## config.mk

```make
export PLATFORM = sky130hd
export DESIGN_NAME = sparhixcel_result_writer_flat
export DESIGN_NICKNAME = d
export VERILOG_FILES = /design/src/rtl/sparhixcel_result_writer_pkg.sv /design/src/rtl/sparhixcel_result_writer_if.sv /design/src/rtl/sparhixcel_result_writer_acc_lane.sv /design/src/rtl/sparhixcel_result_writer.sv /design/src/flat_wrapper.sv
export SDC_FILE = /design/constraint.sdc
export NUM_CORES = 1
export LEC_CHECK = 0
export BUFFER_PORTS_ARGS = -buffer_cell sky130_fd_sc_hd__buf_4
export CAP_MARGIN = 25
export CORE_ASPECT_RATIO = 1.4
export CORE_MARGIN = 5
export CORE_UTILIZATION = 60
export CTS_CLUSTER_DIAMETER = 150
export DETAILED_ROUTE_END_ITERATION = 8
export GPL_ROUTABILITY_DRIVEN = 0
export GPL_TIMING_DRIVEN = 0
export HOLD_SLACK_MARGIN = 0.08
export PLACE_DENSITY_LB_ADDON = 0.12
export SYNTH_ARGS = -nofsm -noshare
export SYNTH_HDL_FRONTEND = slang
export SYNTH_SLANG_ARGS = --single-unit
```

## constraint.sdc

```tcl
create_clock -name clk_i -period 10.3 [get_ports clk_i]
set_input_delay 1.545 -clock clk_i [delete_from_list [all_inputs] [get_ports clk_i]]
set_output_delay 1.545 -clock clk_i [all_outputs]
set_load 0.02 [all_outputs]
```

## src/rtl/sparhixcel_result_writer_pkg.sv

```systemverilog
// sparhixcel_pkg: shared types and constants for the SparHiXcel result writer.
//   res_wr_state_t  : writer FSM states (IDLE / ACC / DRAIN / DONE)
//   RES_WIDTH_DEF   : default width of one array column result
//   ACC_WIDTH_DEF   : default accumulator / output word width
//   sat_max/sat_min : signed bounds of a two's-complement word of a given width,
//                     used by the optional accumulator saturation
package sparhixcel_pkg;

  localparam int RES_WIDTH_DEF = 16;
  localparam int ACC_WIDTH_DEF = 19;

  typedef enum logic [1:0] {
    RW_IDLE  = 2'd0,
    RW_ACC   = 2'd1,
    RW_DRAIN = 2'd2,
    RW_DONE  = 2'd3
  } res_wr_state_t;

  function automatic logic signed [63:0] sat_max(input int width);
    return (64'sd1 <<< (width - 1)) - 64'sd1;
  endfunction

  function automatic logic signed [63:0] sat_min(input int width);
    return -(64'sd1 <<< (width - 1));
  endfunction

endpackage

```

## src/rtl/sparhixcel_result_writer_if.sv

```systemverilog
// sparhixcel_result_writer_if: valid/ready write port into the output feature
// memory.
//   wr_en_o    : write valid (writer -> memory)
//   wr_ready_i : memory ready (memory -> writer)
//   wr_addr_o  : write address
//   wr_data_o  : signed write data
// Modports: master = result writer, slave = output memory.
interface sparhixcel_result_writer_if
  import sparhixcel_pkg::*;
#(
  parameter int ACC_WIDTH      = ACC_WIDTH_DEF,
  parameter int OUT_ADDR_WIDTH = 6
);

  logic                        wr_en_o;
  logic                        wr_ready_i;
  logic [OUT_ADDR_WIDTH-1:0]   wr_addr_o;
  logic signed [ACC_WIDTH-1:0] wr_data_o;

  modport master (
    output wr_en_o,
    output wr_addr_o,
    output wr_data_o,
    input  wr_ready_i
  );

  modport slave (
    input  wr_en_o,
    input  wr_addr_o,
    input  wr_data_o,
    output wr_ready_i
  );

endinterface

```

## src/rtl/sparhixcel_result_writer_acc_lane.sv

```systemverilog
// result_acc_lane: one column accumulator of the result writer.
//   clk_i, general_rst_i : clock, asynchronous active-high reset
//   clear_i              : zero the accumulator (wins over load_i)
//   load_i               : store acc_nxt_o into the accumulator
//   from_zero_i          : add the result to 0 instead of the held value
//   result_i             : signed column result, sign-extended before the add
//   acc_o                : held accumulator value
//   acc_nxt_o            : value that load_i would store
// Build option: SPARHIXCEL_ACC_SAT_EN defined -> the add saturates to the
// ACC_WIDTH signed range; undefined -> the add wraps in two's complement.
module result_acc_lane
  import sparhixcel_pkg::*;
#(
  parameter int RES_WIDTH = RES_WIDTH_DEF,
  parameter int ACC_WIDTH = ACC_WIDTH_DEF
) (
  input  logic                        clk_i,
  input  logic                        general_rst_i,
  input  logic                        clear_i,
  input  logic                        load_i,
  input  logic                        from_zero_i,
  input  logic signed [RES_WIDTH-1:0] result_i,
  output logic signed [ACC_WIDTH-1:0] acc_o,
  output logic signed [ACC_WIDTH-1:0] acc_nxt_o
);

  logic signed [ACC_WIDTH-1:0] base;

  assign base = from_zero_i ? '0 : acc_o;

`ifdef SPARHIXCEL_ACC_SAT_EN
  localparam logic signed [ACC_WIDTH-1:0] SAT_MAX = ACC_WIDTH'(sat_max(ACC_WIDTH));
  localparam logic signed [ACC_WIDTH-1:0] SAT_MIN = ACC_WIDTH'(sat_min(ACC_WIDTH));

  logic signed [ACC_WIDTH:0] sum_w;

  // One guard bit: overflow shows as the two top bits disagreeing, and the
  // guard bit then gives the true sign of the result.
  always_comb begin
    sum_w     = (ACC_WIDTH+1)'(base) + (ACC_WIDTH+1)'(result_i);
    acc_nxt_o = sum_w[ACC_WIDTH-1:0];
    if (sum_w[ACC_WIDTH] != sum_w[ACC_WIDTH-1]) begin
      acc_nxt_o = sum_w[ACC_WIDTH] ? SAT_MIN : SAT_MAX;
    end
  end
`else
  always_comb begin
    acc_nxt_o = base + ACC_WIDTH'(result_i);
  end
`endif

  always_ff @(posedge clk_i or posedge general_rst_i) begin
    if (general_rst_i) begin
      acc_o <= '0;
    end else if (clear_i) begin
      acc_o <= '0;
    end else if (load_i) begin
      acc_o <= acc_nxt_o;
    end
  end

endmodule

```

## src/rtl/sparhixcel_result_writer.sv

```systemverilog
// sparhixcel_result_writer: output-side drain of the SparHiXcel systolic array.
// Accumulates per-column results over weight rounds, then writes the column
// sums one word per transfer into the output feature memory.
//   clk_i, general_rst_i : clock, asynchronous active-high reset
//   result_i             : per-column signed array results
//   capture_i            : result_i valid this cycle
//   last_round_i         : this capture is the final weight round
//   addr_clr_i           : clear the write address (honoured in IDLE only)
//   wr                   : write port (wr_en_o, wr_ready_i, wr_addr_o, wr_data_o)
//   busy_o               : draining or finishing
//   done_o               : one-cycle pulse at drain completion
//   capture_err_o        : sticky, a capture arrived while busy and was dropped
// Build option SPARHIXCEL_ACC_SAT_EN: saturating accumulators (see lane).
module sparhixcel_result_writer
  import sparhixcel_pkg::*;
#(
  parameter int N_COLS_ARRAY   = 4,
  parameter int RES_WIDTH      = RES_WIDTH_DEF,
  parameter int ACC_WIDTH      = ACC_WIDTH_DEF,
  parameter int OUT_ADDR_WIDTH = 6
) (
  input  logic                        clk_i,
  input  logic                        general_rst_i,
  input  logic signed [RES_WIDTH-1:0] result_i [N_COLS_ARRAY],
  input  logic                        capture_i,
  input  logic                        last_round_i,
  input  logic                        addr_clr_i,
  sparhixcel_result_writer_if.master  wr,
  output logic                        busy_o,
  output logic                        done_o,
  output logic                        capture_err_o
);

  localparam int COL_W = (N_COLS_ARRAY > 1) ? $clog2(N_COLS_ARRAY) : 1;
  localparam logic [COL_W-1:0] LAST_COL = COL_W'(N_COLS_ARRAY - 1);

  res_wr_state_t               state_q, state_d;
  logic [COL_W-1:0]            col_q, col_d, col_inc;
  logic [OUT_ADDR_WIDTH-1:0]   addr_q, addr_d;
  logic                        wr_en_q, wr_en_d;
  logic signed [ACC_WIDTH-1:0] wr_data_q, wr_data_d;
  logic                        done_q, done_d;
  logic                        err_q, err_d;

  logic                        lane_load, lane_clear, lane_from_zero;
  logic signed [ACC_WIDTH-1:0] acc     [N_COLS_ARRAY];
  logic signed [ACC_WIDTH-1:0] acc_nxt [N_COLS_ARRAY];

  for (genvar c = 0; c < N_COLS_ARRAY; c++) begin : g_lane
    result_acc_lane #(
      .RES_WIDTH(RES_WIDTH),
      .ACC_WIDTH(ACC_WIDTH)
    ) u_lane (
      .clk_i        (clk_i),
      .general_rst_i(general_rst_i),
      .clear_i      (lane_clear),
      .load_i       (lane_load),
      .from_zero_i  (lane_from_zero),
      .result_i     (result_i[c]),
      .acc_o        (acc[c]),
      .acc_nxt_o    (acc_nxt[c])
    );
  end

  assign col_inc = col_q + 1'b1;

  // wr_data is a flop, so the word for the next transfer is preloaded one
  // edge ahead: the freshly loaded lane-0 sum on the last capture, then the
  // following column on each accepted transfer. A stall leaves it untouched.
  always_comb begin
    state_d        = state_q;
    col_d          = col_q;
    addr_d         = addr_q;
    wr_en_d        = wr_en_q;
    wr_data_d      = wr_data_q;
    done_d         = 1'b0;
    err_d          = err_q;
    lane_load      = 1'b0;
    lane_clear     = 1'b0;
    lane_from_zero = (state_q == RW_IDLE);

    unique case (state_q)
      RW_IDLE, RW_ACC: begin
        if (state_q == RW_IDLE && addr_clr_i) begin
          addr_d = '0;
        end
        if (capture_i) begin
          lane_load = 1'b1;
          if (last_round_i) begin
            state_d   = RW_DRAIN;
            col_d     = '0;
            wr_en_d   = 1'b1;
            wr_data_d = acc_nxt[0];
          end else begin
            state_d = RW_ACC;
          end
        end
      end
      RW_DRAIN: begin
        if (capture_i) begin
          err_d = 1'b1;
        end
        if (wr.wr_ready_i) begin
          addr_d = addr_q + 1'b1;
          if (col_q == LAST_COL) begin
            state_d   = RW_DONE;
            col_d     = '0;
            wr_en_d   = 1'b0;
            wr_data_d = '0;
            done_d    = 1'b1;
          end else begin
            col_d     = col_inc;
            wr_data_d = acc[col_inc];
          end
        end
      end
      RW_DONE: begin
        if (capture_i) begin
          err_d = 1'b1;
        end
        lane_clear = 1'b1;
        state_d    = RW_IDLE;
      end
      default: state_d = RW_IDLE;
    endcase
  end

  always_ff @(posedge clk_i or posedge general_rst_i) begin
    if (general_rst_i) begin
      state_q   <= RW_IDLE;
      col_q     <= '0;
      addr_q    <= '0;
      wr_en_q   <= 1'b0;
      wr_data_q <= '0;
      done_q    <= 1'b0;
      err_q     <= 1'b0;
    end else begin
      state_q   <= state_d;
      col_q     <= col_d;
      addr_q    <= addr_d;
      wr_en_q   <= wr_en_d;
      wr_data_q <= wr_data_d;
      done_q    <= done_d;
      err_q     <= err_d;
    end
  end

  assign wr.wr_en_o    = wr_en_q;
  assign wr.wr_addr_o  = addr_q;
  assign wr.wr_data_o  = wr_data_q;
  assign busy_o        = (state_q == RW_DRAIN) || (state_q == RW_DONE);
  assign done_o        = done_q;
  assign capture_err_o = err_q;

endmodule

```

## src/flat_wrapper.sv

```systemverilog
// flat-port wrapper written by rule: the top's interface ports become plain ports
module sparhixcel_result_writer_flat import sparhixcel_pkg::*;
#(
  parameter int N_COLS_ARRAY   = 4,
  parameter int RES_WIDTH      = RES_WIDTH_DEF,
  parameter int ACC_WIDTH      = ACC_WIDTH_DEF,
  parameter int OUT_ADDR_WIDTH = 6
)
  (clk_i, general_rst_i, result_i, capture_i, last_round_i, addr_clr_i, busy_o, done_o, capture_err_o, wr_wr_en_o, wr_wr_addr_o, wr_wr_data_o, wr_wr_ready_i);
  sparhixcel_result_writer_if #(.ACC_WIDTH(ACC_WIDTH), .OUT_ADDR_WIDTH(OUT_ADDR_WIDTH)) wr_i ();
  input  logic clk_i;
  input  logic general_rst_i;
  input  logic signed [RES_WIDTH-1:0] result_i[N_COLS_ARRAY];
  input  logic capture_i;
  input  logic last_round_i;
  input  logic addr_clr_i;
  output logic busy_o;
  output logic done_o;
  output logic capture_err_o;
  output wire logic [$bits(wr_i.wr_en_o)-1:0] wr_wr_en_o;
  output wire logic [$bits(wr_i.wr_addr_o)-1:0] wr_wr_addr_o;
  output wire logic [$bits(wr_i.wr_data_o)-1:0] wr_wr_data_o;
  input wire logic [$bits(wr_i.wr_ready_i)-1:0] wr_wr_ready_i;
  assign wr_wr_en_o = wr_i.wr_en_o;
  assign wr_wr_addr_o = wr_i.wr_addr_o;
  assign wr_wr_data_o = wr_i.wr_data_o;
  assign wr_i.wr_ready_i = wr_wr_ready_i;
  sparhixcel_result_writer #(.N_COLS_ARRAY(N_COLS_ARRAY), .RES_WIDTH(RES_WIDTH), .ACC_WIDTH(ACC_WIDTH), .OUT_ADDR_WIDTH(OUT_ADDR_WIDTH)) u_core (.clk_i(clk_i), .general_rst_i(general_rst_i), .result_i(result_i), .capture_i(capture_i), .last_round_i(last_round_i), .addr_clr_i(addr_clr_i), .wr(wr_i), .busy_o(busy_o), .done_o(done_o), .capture_err_o(capture_err_o));
endmodule
```

Word level (Yosys, flattened, before mapping)
Index checks and enable logic that the tools add are counted.
{ "totals": {"elab_cells": 84, "regBits": 108} }
{ "classes": {"mux": 44, "bitwise_logic": 1, "n_reduce_logical": 12, "magnitude_cmp": 1, "n_addsub": 6, "eq_ne": 9} }
{ "ops": {"columns": ["cell", "count"], "rows": [
  ["19-bit two-way mux", 18],
  ["19-bit by 16-bit adder with 19-bit output", 4],
  ["19-bit binary-select mux with 2-bit select", 1],
  ["19-bit case mux with 2 select lines", 1],
  ["2-bit two-way mux", 8],
  ["6-bit two-way mux", 2],
  ["6-bit case mux with 2 select lines", 1],
  ["1-bit two-way mux", 10],
  ["6-bit by 1-bit adder with 6-bit output, second input constant", 1],
  ["2-bit == test, second input constant", 3],
  ["2-bit != test, second input constant", 3],
  ["2-bit case mux with 3 select lines", 1],
  ["3-bit AND reduction", 2],
  ["5-bit AND reduction", 1],
  ["2-bit by 1-bit != test with 1-bit output, second input constant", 2],
  ["2-bit case mux with 2 select lines", 1],
  ["4-bit AND reduction", 1],
  ["2-bit nonzero test", 2],
  ["2-bit OR reduction", 2],
  ["3-bit greater-or-equal comparator, second input constant", 1],
  ["2-bit inverter with 3-bit output", 1],
  ["2-bit by 1-bit adder with 2-bit output, second input constant", 1],
  ["2-bit by 1-bit == test with 1-bit output, second input constant", 1],
  ["2-bit logical NOT", 1],
  ["other kinds (4)", 4]
]} }

Longest topological paths before layout
Gate-level depths: netlist (run 1).
{ "logic_depth": {"depth_word": 8, "ltp_mapped": 15, "depth_no_buf": 13} }

Cells and area by module
From an unflattened synthesis (run 1), not the netlist that was laid out.
{ "hier_totals": {"cells_unflattened": 1123, "area_unflattened_um2": 9923.3} }
{ "by_module_without_submodules": {"columns": ["module", "area_each_um2", "instances", "seq_area_each_um2", "cells_each"], "rows": [
  ["result_acc_lane at u_core.g_lane[0].u_lane ...", 2049.5, 2, 475.5, 246],
  ["sparhixcel_result_writer", 2016.9, 1, 800.8, 174],
  ["result_acc_lane at u_core.g_lane[2].u_lane", 1968.1, 1, 475.5, 242],
  ["result_acc_lane at u_core.g_lane[3].u_lane", 1839.3, 1, 475.5, 215]
]} }

Least setup slack after synthesis (run 1)
OpenSTA, ideal clock, no wires.
{ "synth_path": {"path_type": "input-to-reg", "from": "in result_i[16] (netlist name)", "to": "reg u_core.g_lane[2].u_lane.acc_o[18]", "slack_ps": 6025, "path_stages": 11, "t_arrival_ps": 4138, "n_path_buf": 0, "path_cell_list": "ha_1 fa_1 a211oi_2 o21ai_2 o2111a_1 a2111oi_4 a211oi_2 o211a_1 a2111oi_2 o21a_1 o311ai_1"} }
{ "synth_between": {"elab_chain_cells": 3} }
{ "synth_rtl": {"columns": ["item", "line_no", "source"], "rows": [
  ["from (decl)", "flat_wrapper.sv:13", "input logic signed [RES_WIDTH-1:0] result_i[N_COLS_ARRAY];"],
  ["19-bit by 16-bit adder with 19-bit output", "sparhixcel_result_writer_acc_lane.sv:48", "acc_nxt_o = base + ACC_WIDTH'(result_i);"],
  ["19-bit two-way mux", "sparhixcel_result_writer_acc_lane.sv:57", "end else if (load_i) begin"],
  ["19-bit two-way mux", "sparhixcel_result_writer_acc_lane.sv:55", "end else if (clear_i) begin"],
  ["to (signal assigned)", "sparhixcel_result_writer_acc_lane.sv:58", "acc_o <= acc_nxt_o;"],
  ["to (decl)", "sparhixcel_result_writer_acc_lane.sv:23", "output logic signed [ACC_WIDTH-1:0] acc_o,"]
]} }
No other way between the ends. The select of a mux whose other input is x is not followed.
A chain may end at the register's enable or synchronous reset.

Final worst setup path (run 1)
{ "layout_path": {"from": "reg u_core.state_q[1]", "to": "reg u_core.g_lane[2].u_lane.acc_o[18]"} }
{ "layout_between": {"elab_chain_cells": 5, "word_cells_on_any_way": 11} }
{ "layout_rtl": {"columns": ["item", "line_no", "source"], "rows": [
  ["from (decl)", "sparhixcel_result_writer.sv:37", "res_wr_state_t state_q, state_d;"],
  ["from (signal assigned)", "sparhixcel_result_writer.sv:138", "state_q <= state_d;"],
  ["2-bit logical NOT", "sparhixcel_result_writer.sv:80, sparhixcel_result_writer.sv:82", null],
  ["19-bit two-way mux", "sparhixcel_result_writer_acc_lane.sv:29", "assign base = from_zero_i ? '0 : acc_o;"],
  ["19-bit by 16-bit adder with 19-bit output", "sparhixcel_result_writer_acc_lane.sv:48", null],
  ["19-bit two-way mux", "sparhixcel_result_writer_acc_lane.sv:57", null],
  ["19-bit two-way mux", "sparhixcel_result_writer_acc_lane.sv:55", null]
]} }
Several ways; a longest one is shown, not always the timed one. The select of a mux whose other input is x is not followed.

==> results of run 1 <==
power breakdown:
part / internal (W) / switching [W] / total (W)
clock network: 0.000262 / 0.000164 / 0.000426
logic: 0.000874 / 0.00115 / 0.00203
registers: 0.000618 / 0.000180 / 0.000798
total: 0.00175 / 0.00150 / 0.00325
critical path: cells and delay by family (launching register included):
kind            cells  cell delay (ns)
flops               1             0.37
compound gates      9             2.35
simple gates        2             0.76
buf+inv             2             0.73
fa+ha+maj           2             0.66
stage by stage:
step / instances / total power, W / util [%]
floorplan: 936 / 0.00223 / -
CTS: 1236 / 0.00323 / 70.9
global route: 1236 / 0.00349 / 70.9
global placement: 1219 / 0.00274 / 68.0
detailed placement: 1220 / 0.00278 / 68.2
finish: 1236 / 0.00325 / 70.9
layer usage:
layer | up-vias | part of all wire (%) | global-route usage (%)
met5 | - | 0 | 0
met4 | 0 | 3.6 | 12.9
met3 | 47 | 6.7 | 3.13
met2 | 313 | 49 | 49.5
met1 | 3620 | 41 | 38.3
li1 | 3636 | - | -
worst max path at each step:
stage	to	slack [ns]
2_1_floorplan	u_core.capture_err_o	5.91
3_3_place_gp	u_core.g_lane[2].u_lane.acc_o[14]	4.56
3_5_place_dp	u_core.g_lane[2].u_lane.acc_o[18]	5.32
4_1_cts	u_core.g_lane[2].u_lane.acc_o[18]	5.24
5_1_grt	u_core.g_lane[2].u_lane.acc_o[18]	5.08
6_report	u_core.g_lane[2].u_lane.acc_o[18]	5.25
cell type report:
class	count	share of cell area, %
clock inverter	7	1.42
clock buffer	9	2.29
inverter	21	0.829
timing repair buffer	99	7.78
tap	185	2.36
multi-input combinational	762	56.1
sequential	108	27.5
buffer	45	1.73
registers in the layout, summed over array words and instances, names as in the netlist:
register	cells
u_core.g_lane.u_lane.acc_o	76
u_core.col_q	2
u_core.wr.wr_data_o	19
u_core.wr.wr_addr_o	6
u_core.wr.wr_en_o	1
u_core.capture_err_o	1
u_core.done_o	1
u_core.state_q	2
cell families (layout without fill, tap and decap cells):
group / after synthesis / count (layout) / synth area share [%]
buffers and inverters: 66 / 181 / 2.95
multiplexers: 29 / 29 / 6.26
adder cells (fa/ha/maj): 78 / 78 / 11.9
flip-flops: 108 / 108 / 32.0
AO/OA/AOI/OAI: 292 / 292 / 22.9
XOR/XNOR: 69 / 69 / 7.15
AND/OR/NAND/NOR: 294 / 294 / 16.8
cell usage in the layout, fill, tap and decap left out, drive strengths merged, types with 39 or more instances in the layout:
| master | count |
|---|---|
| a21oi | 61 |
| nand2 | 88 |
| buf | 103 |
| nor2 | 71 |
| o21ai | 85 |
| xnor2 | 39 |
| nor2b | 80 |
| ha | 74 |
| clkbuf | 50 |
| dfrtp | 108 |
==> summary.md, run 1 <==
| Metric | Value |
|---|---|
| Port Buffers | `98` |
| Sum Neg Setup Slack | `0 ns` |
| Tmin final | `between 5 and 6 ns` |
| Static leakage | `4.59 nW` |
| Worst path slowest cell | `nor2_1` |
| Post-CTS Setup Bufs | `0` |
| Hold Path Class | `flop to flop` |
| Status | `finished, final reports clean` |
| Antenna cells | `0` |
| Number of remaining DRC errors | `0` |
| CTS tree | `yes` |
| RSZ-0062 raised after global routing | `false` |
| Reg area | `between 2000 and 3000 um^2` |
| Tot GR Track Use | `between 20% and 30%` |
| Wirelength per Cell | `between 15 and 20 um` |
| Cts repair resizes | `0` |
| Fill cells | `around 1100` |
| Reg-to-Reg End | `u_core.g_lane[2].u_lane.acc_o[18]` |
| Crit. End Element | `flop` |
| Net count after synthesis | `1084` |
| Most common cell in the netlist | `dfrtp_1` |
| Cells after Synth | `936` |
| H-tree depth | `3` |
| Worst R2R Path Depth | `15` |
| R2R setup slack | `roughly 5.3 ns` |
| VDD IR-drop max | `~0.14 mV` |
| Die Area | `16600 um^2` |
| Min Hold Slack | `0.480 ns` |
| Number of synthesized register bits | `about 110` |
| Dpl hpwl | `18.4 mm` |
| Avg Vias per Cell | `6.16` |
| Post-Layout Inst Area | `slightly below 10000 um^2` |
| Register area share after synthesis | `between 30% and 40%` |
| Avg Inst Size Synth | `9.03 um^2` |
| Setup crit start | `u_core.state_q[1]` |
| Iteration-0 DRC Markers | `about 470` |
| Hold Path End | `u_core.capture_err_o` |
| Post-CTS Hold Buffers | `0` |
| Power Density | `331 nW/um^2` |
| Most frequent cells after synthesis | `dfrtp_1 (108), nand2_1 (88), o21ai_0 (83)` |
| Main synth FF type | `dfrtp_1` |
| Worst hold path depth | `1` |
| First drt pass iteration count | `5` |
| # clock sinks | `roughly 110` |
| Top post-synthesis cells by area | `dfrtp_1 (32%), ha_1 (11%), nor2b_1 (5.9%), mux4_2 (5.1%), o21ai_0 (4.9%)` |
| Setup slack after layout | `approximately 5.3 ns` |
| Ys Warns | `0` |
| CP startpoint kind | `flop` |
| Worst slack at placement | `~5.3 ns` |
| Netlist cell types | `65` |
| I/O Pins | `99` |
| Routed Antenna Nets | `0` |
| Max FO, Critical Path | `10` |
| DR vias | `between 7000 and 8000` |
| Total CTS buffers | `9` |
| Final setup vio count | `0` |
| Starting Density | `61.0%` |
| CTS Buffer Depth | `2` |
| DP Area | `9450 um^2` |
| Pin count of the biggest net entering global routing | `62` |
| Relative slew margins | `between 40% and 50%` |
| Min-Delay Startpoint | `u_core.capture_err_o` |
| Final wirelength | `between 20 and 25 mm` |
| Row count | `51` |
| EDFF count, synth | `0` |
| Area of the multi-input gates | `roughly 5500 um^2` |
| WS Path Type | `flop to flop` |
| Synth Cell Area | `~8500 um^2` |
| Synthesis-to-layout area growth | `16.1%` |
| Vias in the first global route | `roughly 7500` |
| WP data arrival | `between 5 and 6 ns` |
| Final #Nets | `1194` |
| Max Freq | `0.198 GHz` |
| Worst-path cell chain | `clkbuf_1 -> nor2_1 -> clkbuf_1 -> nor2b_1 -> ha_1 -> fa_1 -> a211oi_2 -> o21ai_2 -> o2111a_1 -> a2111oi_4 -> a211oi_2 -> o211a_1 -> a2111oi_2 -> o21a_1 -> o311ai_1` |
| Share of the synthesized area in the top cell type | `between 30% and 40%` |
| Max-Cap Viols | `0` |
| Core area | `between 10000 and 15000 um^2` |
| Asr flop ratio synth | `between 90% and 100%` |
| Least-Margin Pin Slew | `around 0.8 ns` |
| Worst clock skew | `0.0126 ns` |
| Congestion Overflow GR | `0` |
| Die Ht | `150 um` |
| Yosys top cell by area | `dfrtp_1` |
| First-pass GRT wire length | `37.9 mm` |
| Root buffer cell | `clkbuf_16` |
| CP required | `approximately 11 ns` |
| Hold Vio Cnt, Final | `0` |
| Worst path max stage delay | `about 0.64 ns` |
| Fin crit share | `49.0%` |
| Chip Width | `110 um` |
| Slew Viols, Final | `0` |
| Worst skew pair latency | `roughly 0.36 ns` |
| Layout cell share with drive strength beyond 1 | `between 10 and 15%` |
| Clock-pin slew on the worst setup and hold paths | `~0.080 ns` |
| Antenna violations before repair | `0` |
| Reg2Reg Launch Point | `u_core.state_q[1]` |
(Power assumes the default switching activity.)
==> run 2: changes to the inputs <==
clock period = 5 ns   (was 10.3 ns; I/O delays follow)
==> run 2 against run 1 <==
Against the previous run: critical path depth shrank 1; first-iteration DRC count decreased by 5.5%; via count up 0.50%; flip-flop and latch count did not move; global-route usage about the same; die area unchanged; non-clock buffer count stayed put; clock skew grew 0.00066 ns; total power up 110%; final cell count is the same; sequential power up 110%; critical path type unchanged; largest cell class unchanged; highest routed layer unchanged.
==> summary.md, run 2 (synthesized netlist as in run 1, its figures left out) <==
| Metric | Value |
|---|---|
| Status | `finished, final reports clean` |
| Dpl hpwl | `roughly 18 mm` |
| Core area | `between 10000 and 15000 um^2` |
| CTS tree | `yes` |
| Relative slew margins | `47.5%` |
| Final wirelength | `approximately 24 mm` |
| Antenna cells | `0` |
| Commonest cells after routing, fill and taps aside | `dfrtp_1 (108), buf_4 (98), nand2_1 (88)` |
| Iteration-0 DRC Markers | `445` |
| CP startpoint kind | `flop` |
| Hold Vio Cnt, Final | `0` |
| Hold Path Class | `input pin to asynchronous set/reset pin` |
| Static leakage | `4.59 nW` |
| Fin crit share | `around 94%` |
| Finished Core Util | `70.9%` |
| Most common cell after layout, fill and taps aside | `dfrtp_1` |
| Setup crit start | `u_core.state_q[1]` |
| RSZ-0062 raised after global routing | `false` |
| Worst skew pair latency | `about 0.36 ns` |
| Post-CTS Hold Buffers | `0` |
| Number of remaining DRC errors | `0` |
| Max Freq | `0.213 GHz` |
| # clock sinks | `~110` |
| Worst clock skew | `between 0.01 and 0.015 ns` |
| I/O Pins | `99` |
| Synthesis-to-layout area growth | `16.1%` |
| Max-Cap Viols | `0` |
| Tot GR Track Use | `between 20% and 30%` |
| Final #Nets | `1194` |
| Row count | `51` |
| Wirelength per Cell | `19.1 um` |
| VDD IR-drop max | `0.289 mV` |
| CTS Buffer Depth | `2` |
| Total CTS buffers | `9` |
| WS Path Type | `flop to flop` |
| First-pass GRT wire length | `roughly 38 mm` |
| Vias in the first global route | `approximately 7500` |
| Layout cell share with drive strength beyond 1 | `about 14%` |
| Crit. End Element | `flop` |
| WP data arrival | `4.91 ns` |
| H-tree depth | `3` |
| First drt pass iteration count | `5` |
| Largest register FFs | `76` |
| CP required | `5.21 ns` |
| Post-CTS Setup Bufs | `0` |
| Chip Width | `~110 um` |
| Root buffer cell | `clkbuf_16` |
| Reg2Reg Launch Point | `u_core.state_q[1]` |
| Starting Density | `about three fifths` |
| Final setup vio count | `0` |
| Max FO, Critical Path | `10` |
| Pin count of the biggest net entering global routing | `slightly above 60` |
| Die Ht | `between 150 and 200 um` |
| Routed Antenna Nets | `0` |
| Congestion Overflow GR | `0` |
| Tmin final | `~4.7 ns` |
| Least-Margin Pin Slew | `slightly below 0.8 ns` |
| Sum Neg Setup Slack | `0 ns` |
| Largest Register | `u_core.g_lane.u_lane.acc_o` |
| Avg Vias per Cell | `6.19` |
| Power Density | `roughly 680 nW/um^2` |
| DR vias | `7654` |
| Die Area | `around 17000 um^2` |
| Port Buffers | `98` |
| Clock-pin slew on the worst setup and hold paths | `0.08 ns` |
| Antenna violations before repair | `0` |
| Slew Viols, Final | `0` |
| Worst R2R Path Depth | `14` |
[run 2: cell counts in the layout (fill, tap and decap cells not counted)]
No cell type changed its count.
[run 2: power breakdown]
part	internal, W	switching (W)
clock	0.000540	0.000341
combinational	0.00180	0.00238
sequential	0.00127	0.000372
[run 2: cell type report]
class	instances	area [um^2]
plain buffers	45	171
clock buffers	9	225
clock inverters	7	139
fillers	1114	4030
inverters	21	81.3
multi-input cells	762	5500
flip-flops and latches	108	2700
well taps	185	231
repair buffers	99	763
[run 2: critical path, cell delays in order (launching register included)]
cell and delay, ns:
dfrtp_1 0.38, clkbuf_1 0.22, nor2_2 0.46, clkbuf_1 0.47, nor2b_1 0.16, fa_1 0.48, a211oi_2 0.28, o21ai_2 0.13
o2111a_1 0.30, a2111oi_4 0.42, a211oi_2 0.18, o211a_1 0.26, a2111oi_2 0.53, o21a_1 0.18, o311ai_1 0.08
[run 2: final timing paths]
| check | to | slack [ns] |
|---|---|---|
| worst max-delay path | u_core.g_lane[2].u_lane.acc_o[18] | 0.30 |
| worst min register to register | u_core.capture_err_o | 0.48 |
| min in group clk_i | u_core.capture_err_o | 0.48 |
| max in group asynchronous | u_core.wr.wr_data_o[2] | 3.78 |
| worst min-delay path | u_core.wr.wr_data_o[5] | 0.48 |
| worst max register to register | u_core.g_lane[2].u_lane.acc_o[18] | 0.30 |
[run 2: routing by layer]
| metal | GRT usage, % | routed length [um] | vias up |
|---|---|---|---|
| met5 | 0 | 0 | - |
| met4 | 12.7 | 896 | 0 |
| met3 | 3.09 | 1740 | 56 |
| met2 | 49.6 | 11500 | 353 |
| met1 | 38.3 | 9480 | 3607 |
| li1 | - | - | 3638 |
[run 2: repair_timing]
| action | 4_1_cts | 5_1_grt |
|---|---|---|
| pin swaps | 0 | 0 |
| resized for setup | 1 | 2 |
| endpoints found under the setup margin | 1 | 1 |
[run 2: per-stage QoR]
stage	total power (W)	worst slack (ns)	instance area [um^2]	cells	hold slack, ns
2_1_floorplan	0.00460	1.12	8450	936	0.452
3_3_place_gp	0.00564	0.0319	9420	1219	0.448
3_5_place_dp	0.00573	0.0233	9450	1220	0.456
4_1_cts	0.00665	0.135	9820	1236	0.474
5_1_grt	0.00719	0.0743	9820	1236	0.506
6_report	0.00671	0.304	9820	1236	0.475
